$ cat src/rtl/multicode_to_bcd.sv
// multicode_to_bcd: sequential 8421 / 84-2-1 / 2421 / excess-3 to packed 8421 BCD converter
//
// Converts one digit per cycle. Optional leading-zero blanking is enabled by
// defining the macro LEADING_ZERO_BLANK_EN; otherwise out_blank is tied to 0.
//
// Ports:
//   clk, rst       clock, synchronous active-high reset
//   in_valid       input word present
//   in_ready       high only while idle
//   in_code        DIGITS packed 4-bit codes, digit 0 in [3:0]
//   in_mode        00=8421, 01=84-2-1, 10=2421, 11=excess-3
//   out_valid      result word present (DONE state)
//   out_ready      consumer accepts result
//   out_bcd        packed BCD result, invalid digits forced to 4'hF
//   out_err        OR of out_err_mask
//   out_err_mask   per-digit invalid-code flags
//   out_blank      per-digit leading-zero blanking mask
module multicode_to_bcd #(
    parameter int DIGITS = 4
) (
    input  logic                  clk,
    input  logic                  rst,
    input  logic                  in_valid,
    output logic                  in_ready,
    input  logic [4*DIGITS-1:0]   in_code,
    input  logic [1:0]            in_mode,
    output logic                  out_valid,
    input  logic                  out_ready,
    output logic [4*DIGITS-1:0]   out_bcd,
    output logic                  out_err,
    output logic [DIGITS-1:0]     out_err_mask,
    output logic [DIGITS-1:0]     out_blank
);
    localparam int CW = $clog2(DIGITS + 1);

    typedef enum logic [1:0] {IDLE, CONV, DONE} state_t;

    state_t                state_q, state_d;
    logic [CW-1:0]         cnt_q, cnt_d;
    logic [4*DIGITS-1:0]   code_q, code_d;
    logic [1:0]            mode_q, mode_d;
    logic [4*DIGITS-1:0]   bcd_q, bcd_d;
    logic [DIGITS-1:0]     err_q, err_d;

    // Returns {invalid, digit}; invalid codes yield 4'hF.
    function automatic logic [4:0] conv(input logic [3:0] c, input logic [1:0] m);
        logic [5:0] v;
        logic       ok;
        logic [3:0] d;
        // 84-2-1 value in 6-bit two's complement; negatives wrap above 9
        v  = {2'b0, c[3], 3'b0} + {3'b0, c[2], 2'b0} - {4'b0, c[1], 1'b0} - {5'b0, c[0]};
        ok = 1'b0;
        d  = c;
        case (m)
            2'b00: ok = c <= 4'd9;
            2'b01: begin
                ok = v <= 6'd9;
                d  = v[3:0];
            end
            2'b10: begin
                ok = c <= 4'd4 || c >= 4'd11;
                d  = c <= 4'd4 ? c : c - 4'd6;
            end
            default: begin
                ok = c >= 4'd3 && c <= 4'd12;
                d  = c - 4'd3;
            end
        endcase
        return ok ? {1'b0, d} : {1'b1, 4'hF};
    endfunction

    always_comb begin
        state_d = state_q;
        cnt_d   = cnt_q;
        code_d  = code_q;
        mode_d  = mode_q;
        bcd_d   = bcd_q;
        err_d   = err_q;
        case (state_q)
            IDLE: if (in_valid) begin
                code_d  = in_code;
                mode_d  = in_mode;
                cnt_d   = '0;
                bcd_d   = '0;
                err_d   = '0;
                state_d = CONV;
            end
            CONV: begin
                for (int i = 0; i < DIGITS; i++)
                    if (cnt_q == CW'(i))
                        {err_d[i], bcd_d[4*i +: 4]} = conv(code_q[4*i +: 4], mode_q);
                cnt_d   = cnt_q + CW'(1);
                state_d = cnt_q == CW'(DIGITS - 1) ? DONE : CONV;
            end
            DONE: state_d = out_ready ? IDLE : DONE;
            default: state_d = IDLE;
        endcase
    end

    always_ff @(posedge clk) begin
        if (rst) begin
            state_q <= IDLE;
            cnt_q   <= '0;
            code_q  <= '0;
            mode_q  <= '0;
            bcd_q   <= '0;
            err_q   <= '0;
        end else begin
            state_q <= state_d;
            cnt_q   <= cnt_d;
            code_q  <= code_d;
            mode_q  <= mode_d;
            bcd_q   <= bcd_d;
            err_q   <= err_d;
        end
    end

    assign in_ready     = state_q == IDLE;
    assign out_valid    = state_q == DONE;
    assign out_bcd      = out_valid ? bcd_q : '0;
    assign out_err_mask = out_valid ? err_q : '0;
    assign out_err      = |out_err_mask;

`ifdef LEADING_ZERO_BLANK_EN
    logic [DIGITS-1:0] blank_q, blank_d;
    logic              run;

    // Invalid digits read 4'hF, so a zero digit here is always a valid zero.
    // Unconverted digits still read 0, but the final CONV cycle sees all of them.
    always_comb begin
        blank_d = blank_q;
        run     = 1'b1;
        if (state_q == IDLE && in_valid)
            blank_d = '0;
        else if (state_q == CONV) begin
            blank_d = '0;
            for (int i = DIGITS - 1; i >= 1; i--) begin
                run        = run & (bcd_d[4*i +: 4] == 4'd0);
                blank_d[i] = run;
            end
        end
    end

    always_ff @(posedge clk) begin
        if (rst)
            blank_q <= '0;
        else
            blank_q <= blank_d;
    end

    assign out_blank = out_valid ? blank_q : '0;
`else
    assign out_blank = '0;
`endif

endmodule

$ cat config.mk
export PLATFORM = sky130hd
export DESIGN_NAME = multicode_to_bcd
export DESIGN_NICKNAME = d
export VERILOG_FILES = /design/src/rtl/multicode_to_bcd.sv
export SDC_FILE = /design/constraint.sdc
export NUM_CORES = 1
export LEC_CHECK = 0
export CAP_MARGIN = 25
export CORE_MARGIN = 8
export CORE_UTILIZATION = 55
export DETAILED_ROUTE_END_ITERATION = 12
export HOLD_SLACK_MARGIN = 0.12
export PLACE_DENSITY = 0.82
export SYNTH_ARGS = -nofsm -noshare
export SYNTH_HDL_FRONTEND = slang
export SYNTH_SLANG_ARGS = --single-unit
$ cat constraint.sdc
create_clock -name clk -period 3.1 [get_ports clk]
set_clock_uncertainty 0.1 [all_clocks]
set_input_delay 0.775 -clock clk [delete_from_list [all_inputs] [get_ports clk]]
set_output_delay 0.775 -clock clk [all_outputs]
set_load 0.01 [all_outputs]
==> metrics.log <==
[metrics] leading cell types by total area after synthesis: dfxtp_1 25%, ha_1 14%, a21oi_1 7.7%
[metrics] Worst-Skew Late Latency: 300 ps
[metrics] Placed Cells incl. Taps: 534
[metrics] Reg clk slew, reported paths: 90 ps
[metrics] pin count of the biggest net entering global routing: 27
[metrics] area of the die: 8906 um2
[metrics] quantity of I/O buffers inserted on ports: 44
[metrics] number of nets in the finished design: 525
[metrics] Area Growth Syn to Fin: 14.96%
[metrics] maximum net fanout on the critical path: 5
[metrics] mux cell area share after synthesis: 0.8889%
[metrics] Non-Filler Instances: 542
[metrics] H-tree depth: 2
[metrics] simple-gate area share of the yosys netlist: 23.48%
[metrics] Min-Delay Path Class: flop to flop
[metrics] total inserted antenna cells: 0
[metrics] post-synthesis xor/xnor area fraction: 4.148%
[metrics] Wirelength per Cell: 15.83 um
[metrics] aggregate global routing overflow: 0
[metrics] RSZ-0062 raised after global routing: no
[metrics] CTS tree: yes
[metrics] post-CTS setup-driven buffer insertion count: 0
[metrics] DRT Pass-1 Iters: 5
[metrics] post-DP HPWL: around 6300 um
[metrics] cell leakage power: ~0.0015 uW
[metrics] combinational family with the most area after synthesis: simple AND/OR/NAND/NOR gates
[metrics] leading cell types in the layout, fill and taps excluded: 60 x nand2_1, 52 x a21oi_1, 44 x clkdlybuf4s50_1
[metrics] GRT Resource Usage Total: 19.52%
[metrics] post-synthesis register bit count: 43
[metrics] Final Wtd Congestion: 0.9055
[metrics] power density cells: approximately 340 nW/um2
[metrics] area of all placed cells without fillers: roughly 3900 um2
[metrics] total negative slack: 0 ps
[metrics] initial standard-cell utilization of the core: between 50% and 60%
[metrics] number of global-route vias before repair: 3,042
[metrics] area share of the largest cell type after synthesis: 25.48%
[metrics] Required @ worst endpoint: 2220 ps
[metrics] clock root cell: clkbuf_8
[metrics] fraction of layout instances using a drive strength above 1: under 10%
[metrics] number of buffers added by the clock tree synthesis step: 5
[metrics] period utilization: ~92%
[metrics] Placement Cell Area: 3784 um2
[metrics] height of the die: roughly 94 um
[metrics] largest stage delay on the critical path: 530 ps
[metrics] critical setup path kind: flop to output port
[metrics] commonest non-fill, non-tap cell in the layout: nand2_1
[metrics] number of remaining DRC errors: 0
[metrics] result of the run: complete, no violations
[metrics] arrival time of data at the critical path endpoint: just under 2000 ps
[metrics] share of the synthesized area in compound gates (AO/OA/AOI/OAI): a little under a quarter
[metrics] drt via density: 5.830
[metrics] highest ir drop seen on vdd: 0.0001806 V
[metrics] Warnings, synthesis: 0
[metrics] Longest Clk Path Bufs: 2
[metrics] fraction of the mapped netlist area in adder cells: 13.70%
[metrics] hold buffer count at cts: 0
[metrics] Hold Fails Final Rpt: 0
[metrics] kind of launch point of the worst setup path: flop
[metrics] list of cells traversed by the critical path: nor2b_1 -> and2_1 -> or4_1 -> clkdlybuf4s50_1
[metrics] Tightest Pin Transition: 525.8 ps
[metrics] core area: 5921 um2
[metrics] number of enable-type register cells in the synthesized netlist: 0
[metrics] number of max-cap violations: 0
[metrics] kind of end point of the critical path: output port
[metrics] initial antenna violation count: 0
[metrics] number of cells produced by synthesis: ~440
[metrics] slowest cell on the critical path: or4_1
[metrics] leading area contributor after synthesis: dfxtp_1
[metrics] Total Routed Length: around 8600 um
[metrics] maximum operating frequency: 351.8 MHz
[metrics] setup-violating endpoint count in the final report: 0
[metrics] initial detailed-routing violation count: 180
[metrics] Synth cell types: 58
[metrics] boundary pin count: 49
[metrics] mean post-synth cell area: 7.766 um2
[metrics] relative slew slack: between 60% and 70%
[metrics] die width: 94.37 um
[metrics] post-cts sizing count: 0
[metrics] max-slew violation count: 0
[metrics] Antenna Nets Post-Route: 0
[metrics] main flop type after synthesis: dfxtp_1
[metrics] clock sink count: 43
[metrics] first-pass GRT wire length: 14,190 um
[metrics] routed via count: 3,160
[metrics] proportion of synthesized flip-flops having asynchronous set or reset: 0%
[metrics] proportion of synthesized chip area in sequential cells: 25.48%
[metrics] post-layout minimum cycle time: about 2800 ps
[metrics] number of core rows: 28
[metrics] netlist area before placement: 3378 um2
[state kept, by name, summed over array words and instances, names as in the netlist]
name     flops
bcd_q       16
code_q      16
err_q        4
cnt_q        3
mode_q       2
state_q      2
[report_power, final]
group          leakage (uW)  switching, uW  internal (uW)
sequential         0.000350           39.1            574
clock             0.0000515            199            204
combinational       0.00109            178            135
[Yosys cell counts, drive strengths merged, types with 14 or more instances]
master,instances
nand2,61
a31oi,16
dfxtp,43
inv,29
and2,23
ha,37
o21ai,17
nor2,21
buf,24
a21oi,52
xnor2,14
nand2b,16
[per-layer routing]
| metal | up-vias | wire length, um | GRT usage [%] |
|---|---|---|---|
| met1 | 1482 | 3690 | 22.98 |
| met5 | - | 0 | 0 |
| met4 | 0 | 186 | 7.398 |
| met2 | 118 | 4206 | 34.65 |
| met3 | 20 | 494 | 3.016 |
| li1 | 1540 | - | - |
[logic make-up (layout without fill, tap and decap cells)]
logic type	after synthesis	count (layout)
adders and majority gates	37	37
xor gates and xnor gates	16	16
muxes	3	3
buffers and inverters	61	90
and+or+nand+nor	154	154
other	1	4
AOI/OAI and AO/OA	120	120
DFF	43	43
[stage by stage]
step | utilization [%] | worst slack (ps) | power, uW | hold slack [ps]
2_1_floorplan | - | 942.5 | 851.0 | 331.7
3_3_place_gp | 63.91 | 630.8 | 915.5 | 349.4
3_5_place_dp | 63.91 | 574.2 | 931.0 | 349.3
4_1_cts | 65.60 | 243.1 | 1324 | 360.7
5_1_grt | 65.60 | 187.1 | 1397 | 381.0
6_report | 65.60 | 257.2 | 1329 | 359.2
[worst paths after layout]
check	from	to	slack, ps	cells after the start
worst max-delay path	state_q[1]$_SDFFE_PP0P_	out_err	260	4
worst min-delay path	err_q[0]$_SDFFE_PP0P_	err_q[0]$_SDFFE_PP0P_	360	2
worst max register to register	code_q[5]$_SDFFE_PP0P_	bcd_q[6]$_SDFFE_PP0P_	610	10
worst min register to register	err_q[0]$_SDFFE_PP0P_	err_q[0]$_SDFFE_PP0P_	360	2
[final cells by class]
class / instances / area (um2)
clock buffers: 8 / 100.1
repair buffers: 52 / 500.5
flip-flops and latches: 43 / 860.8
fillers: 496 / 2037
well taps: 75 / 93.84
multi-input cells: 334 / 2216
inverters: 30 / 112.6
[critical path: cells and delay by family (launching register included)]
family	cells	cell delay, ps
and+or+nand+nor	3	850
buffers and inverters	1	510
DFF	1	310
(Power assumes the default switching activity.)
